==> src/rtl/breath_ramp.sv <==
// Breathing-waveform duty generator: rise / hold-high / fall / hold-low, stepped by a
// tick prescaler, with the duty output double-buffered onto PWM period boundaries.
module breath_ramp #(
   parameter int BITS     = 10,
   parameter int RANGE    = 999,
   parameter int TICK_DIV = 12000,
   parameter int HOLD_TOP = 200,
   parameter int HOLD_BOT = 200
) (
   input  logic            clk,
   input  logic            rst,
   input  logic            enable,
   input  logic [BITS-1:0] step,
   input  logic            period_end,
   output logic [BITS-1:0] value,
   output logic            value_valid,
   output logic [1:0]      phase,
   output logic            cycle_done
);

   localparam int PW    = (TICK_DIV > 1) ? $clog2(TICK_DIV) : 1;
   localparam int HMAX  = (HOLD_TOP > HOLD_BOT) ? HOLD_TOP : HOLD_BOT;
   localparam int HW    = (HMAX > 2) ? $clog2(HMAX) : 1;
   localparam logic [PW-1:0]   P_LAST  = PW'(TICK_DIV - 1);
   localparam logic [HW-1:0]   HT_LAST = HW'((HOLD_TOP > 0) ? HOLD_TOP - 1 : 0);
   localparam logic [HW-1:0]   HB_LAST = HW'((HOLD_BOT > 0) ? HOLD_BOT - 1 : 0);
   localparam logic [BITS-1:0] RANGE_L = BITS'(RANGE);

   typedef enum logic [1:0] {
      RISE    = 2'd0,
      HOLD_HI = 2'd1,
      FALL    = 2'd2,
      HOLD_LO = 2'd3
   } state_t;

   state_t          r_state;
   logic [PW-1:0]   r_presc;
   logic [HW-1:0]   r_hold;
   logic [BITS-1:0] r_level;
   logic [BITS-1:0] r_value;
   logic            r_valid;
   logic            r_done;

   logic            w_tick;
   logic [BITS-1:0] w_s;
   logic [BITS-1:0] w_up;
   logic [BITS-1:0] w_dn;

   // Level arithmetic runs one bit wider than the level so the sum never wraps.
   function automatic logic [BITS-1:0] sat_up(input logic [BITS-1:0] lvl,
                                              input logic [BITS-1:0] s);
      logic [BITS:0] sum;
      sum = {1'b0, lvl} + {1'b0, s};
      sat_up = (sum >= (BITS+1)'(RANGE)) ? RANGE_L : sum[BITS-1:0];
   endfunction

   function automatic logic [BITS-1:0] sat_dn(input logic [BITS-1:0] lvl,
                                              input logic [BITS-1:0] s);
      sat_dn = (lvl <= s) ? '0 : (lvl - s);
   endfunction

   assign w_tick = enable && (r_presc == P_LAST);
   assign w_s    = (step == '0) ? BITS'(1) : step;
   assign w_up   = sat_up(r_level, w_s);
   assign w_dn   = sat_dn(r_level, w_s);

   always_ff @(posedge clk) begin
      if (rst) begin
         r_state <= RISE;
         r_presc <= '0;
         r_hold  <= '0;
         r_level <= '0;
         r_value <= '0;
         r_valid <= 1'b0;
         r_done  <= 1'b0;
      end else begin
         // The buffer captures the pre-edge level, so a coincident tick lands next period.
         r_valid <= period_end;
         r_done  <= 1'b0;
         if (period_end)
            r_value <= r_level;
         if (enable)
            r_presc <= w_tick ? '0 : r_presc + PW'(1);
         if (w_tick) begin
            case (r_state)
               RISE: begin
                  r_level <= w_up;
                  if (w_up == RANGE_L) begin
                     r_hold  <= '0;
                     r_state <= (HOLD_TOP == 0) ? FALL : HOLD_HI;
                  end
               end
               HOLD_HI: begin
                  if (r_hold == HT_LAST) begin
                     r_hold  <= '0;
                     r_state <= FALL;
                  end else begin
                     r_hold <= r_hold + HW'(1);
                  end
               end
               FALL: begin
                  r_level <= w_dn;
                  if (w_dn == '0) begin
                     r_done  <= 1'b1;
                     r_hold  <= '0;
                     r_state <= (HOLD_BOT == 0) ? RISE : HOLD_LO;
                  end
               end
               default: begin
                  if (r_hold == HB_LAST) begin
                     r_hold  <= '0;
                     r_state <= RISE;
                  end else begin
                     r_hold <= r_hold + HW'(1);
                  end
               end
            endcase
         end
      end
   end

   assign value       = r_value;
   assign value_valid = r_valid;
   assign phase       = r_state;
   assign cycle_done  = r_done;

endmodule

==> config.mk <==
export PLATFORM = sky130hd
export DESIGN_NAME = breath_ramp
export DESIGN_NICKNAME = d
export VERILOG_FILES = /design/src/rtl/breath_ramp.sv
export SDC_FILE = /design/constraint.sdc
export NUM_CORES = 1
export LEC_CHECK = 0
export BUFFER_PORTS_ARGS = -buffer_cell sky130_fd_sc_hd__buf_2
export CELL_PAD_IN_SITES_DETAIL_PLACEMENT = 1
export CELL_PAD_IN_SITES_GLOBAL_PLACEMENT = 1
export CORE_ASPECT_RATIO = 2
export CORE_MARGIN = 2
export CORE_UTILIZATION = 40
export CTS_CLUSTER_SIZE = 28
export DETAILED_ROUTE_END_ITERATION = 6
export PLACE_DENSITY_LB_ADDON = 0.1
export SLEW_MARGIN = 20
export SYNTH_ARGS = -nofsm -noshare
export SYNTH_HDL_FRONTEND = slang
export SYNTH_SLANG_ARGS = --single-unit
==> constraint.sdc <==
create_clock -name clk -period 4.3 [get_ports clk]
set_input_delay 0.215 -clock clk [delete_from_list [all_inputs] [get_ports clk]]
set_output_delay 0.215 -clock clk [all_outputs]
set_load 0.02 [all_outputs]
==> metrics.txt <==
status=complete, no violations; syn_area_per_cell=8.055 sq um; Slew Viols, Final=0; busiest grt layer=met2; Comb pwr share=0.089; full die area=0.009212 sq mm; Flop pwr share=0.448; HPWL after DPL=8478 um; wire per inst=19.38 um; Die Y=133.8 um; initial antenna violation count=0; cell row count=47; final setup fails=0; Routed Wire Length=10330 um; port bufs=27; CP Buf/Inv Count=6; highest-delay cell along the critical path=a221oi_1; Worst EP required=4.49 ns; worst hold path type=in -> reg; cts hold-fix bufs=0; io pins=28; root buffer cell=clkbuf_16; first-pass GRT wire length=16370 um; area delta synth->final=11.45%; Final #Nets=477; Reg clk slew, reported paths=0.06 ns; crit-path max cell delay=0.45 ns; gr usage total=0.2396; synth unique cells=69; Global Route met1 Usage=0.2010; Int Power=0.0007462 W; H-tree level count=2; vias per cell=5.972; TritonCTS buffer count=5; Sw Share=0.2223; vias in the first global route=3419; via count=3183; Starting Density=0.4090; RSZ-0062 raised after global routing=no; Critical Path Source Type=primary input; cell family with most CP delay=compound AO/OA/AOI/OAI gates; number of enable flip-flop cells after synthesis=0; DRT antenna net count=0; Setup TNS=0 ns; GPL Wtd Cong=0.8673; post-cts repair resize count=0; crit-path cells=buf_2 > nor4_1 > buf_4 > a41o_1 > ha_1 > inv_1 > fa_1 > or2_2 > a221oi_1 > buf_4 > o31a_1 > xnor2_1 > nor2_1 > buf_4 > a21oi_2 > nor3_2 > buf_4 > a221oi_1; Synth Register Bits=46; P per Cell Area=255.7 mW/mm^2; largest net degree at the start of global routing=44; Slew @ Worst Pin=0.9736 ns; Post-Layout Inst Area=0.003752 sq mm; worst-path maximum fanout=6; final critical-path share of the clock period=0.8810; Worst Path Arrival=3.98 ns; Bufs on Longest Clock Path=2; Yosys warning count=0; grt ovf=0; most common cell after layout, fill and taps aside=nor2_1; top_reg_cell synth=dfxtp_1; GR Util met3=0.02534; final core occ=0.4558; Synthesized Nets=460; DRT Pass-1 Iters=4; Remaining DRCs=0; cells after synthesis=418; die width=68.88 um; Sink Count=46; fillcell total=1041; final hold vios=0; antenna cells=0; Clock power frac=0.462; register area share after synthesis=0.2735; share of cells above drive strength 1=0.1379; area post-placement=0.003583 sq mm; Initial DRC Count=103; leading cell types in the layout, fill and taps excluded=51 x nor2_1, 46 x dfxtp_1, 30 x a21oi_1, 27 x buf_2; Worst slew margin=0.3466; Core Region=0.008233 sq mm; leak pwr=1.505 nW; Setup Fix Bufs, Post-CTS=0; Peak VDD IR=0.0001473 V; post-synthesis cell area=0.003367 sq mm; met2 GRT Util=0.4647; fmax=264.0 MHz; fin crit period=3.788 ns; setup slack, reg-to-reg=0.76 ns; CTS tree=yes; clock latency on the worst-skew pair=0.29 ns; Crit. End Element=register; Setup Skew=0.003611 ns; worst setup path class=in -> reg; max capacitance violation total=0; Async SR Flop Fraction=0; Psw=0.0002133 W; CP dominant cell by count=buf_4
worst register-to-register path: cells and delay by family, from the launching register on:
family / cells / cell delay (ns)
AO/OA/AOI/OAI: 4 / 1.23
adder cells (fa/ha/maj): 2 / 0.61
buffers and inverters: 4 / 0.60
AND/OR/NAND/NOR: 3 / 0.46
flip-flops: 1 / 0.42
XOR/XNOR: 1 / 0.13
cell usage after synthesis, types with 9 or more instances:
library cell   n  area share
inv_1         26       0.029
nand4_1        9       0.017
a21oi_1       30       0.045
nand2_1       15       0.017
xor2_1        13       0.034
nand3_1       10       0.015
nor3_1        19       0.028
nand2b_1      12       0.022
clkbuf_1      21       0.023
o21ai_0       15       0.022
ha_1          26       0.097
nor2_1        51       0.057
xnor2_1       10       0.026
dfxtp_1       46        0.27
mux2i_1       12       0.036
final cells by class:
class	count	area, sq um	share of cell area
Clock buffer	6	138.9	0.03701
Clock inverter	1	30.03	0.008003
Inverter	26	97.59	0.02601
Multi-Input combinational cell	319	2232	0.5949
Sequential cell	46	920.9	0.2454
Tap cell	98	122.6	0.03268
Timing Repair Buffer	37	210.2	0.05602
power groups by stage:
stage	clock, W	sequential [W]	combinational (W)
floorplan	0	0.000440	0.0000621
global placement	0	0.000440	0.0000850
detailed placement	0	0.000440	0.0000862
CTS	0.000455	0.000430	0.0000865
global route	0.000470	0.000430	0.0000943
finish	0.000444	0.000430	0.0000859
layer usage:
| layer | routed length (um) | up-vias |
|---|---|---|
| li1 | - | 1522 |
| met1 | 3435 | 1543 |
| met3 | 193 | 45 |
| met4 | 797 | 0 |
| met5 | 0 | - |
| met2 | 5900 | 73 |
worst paths after layout:
check | start | end | depth (start not counted)
max reg2reg | r_level[0] | r_hold[2] | 14
min reg2reg | value[3] | value[3] | 2
min | enable | r_presc[1] | 3
max | step[6] | r_hold[2] | 18
stage by stage:
stage	instances	total power (W)	hold slack, ns	worst slack [ns]
after CTS	533	0.0009710	0.2650	0.4898
final	533	0.0009596	0.2645	0.5116
after detailed placement	526	0.0005257	0.4894	0.2133
after global routing	533	0.0009948	0.2854	0.2215
after floorplan	418	0.0005019	0.3665	0.8232
after global placement	526	0.0005246	0.4693	0.3190
logic make-up (layout without fill, tap and decap cells):
group                    count (synthesis)  in the layout  synth area share
XOR/XNOR                                23             23           0.05983
buffers and inverters                   53             70           0.06354
AO/OA/AOI/OAI                          101            101            0.2089
adder cells (fa/ha/maj)                 28             28            0.1085
multiplexers                            14             14           0.04348
AND/OR/NAND/NOR                        153            153            0.2423
flip-flops                              46             46            0.2735
sequential cells by signal, summed over array words and instances (netlist names):
register,cells
phase,2
value,10
r_hold,8
cycle_done,1
value_valid,1
r_level,10
r_presc,14
No activity file was read; power rests on OpenSTA's default activity.
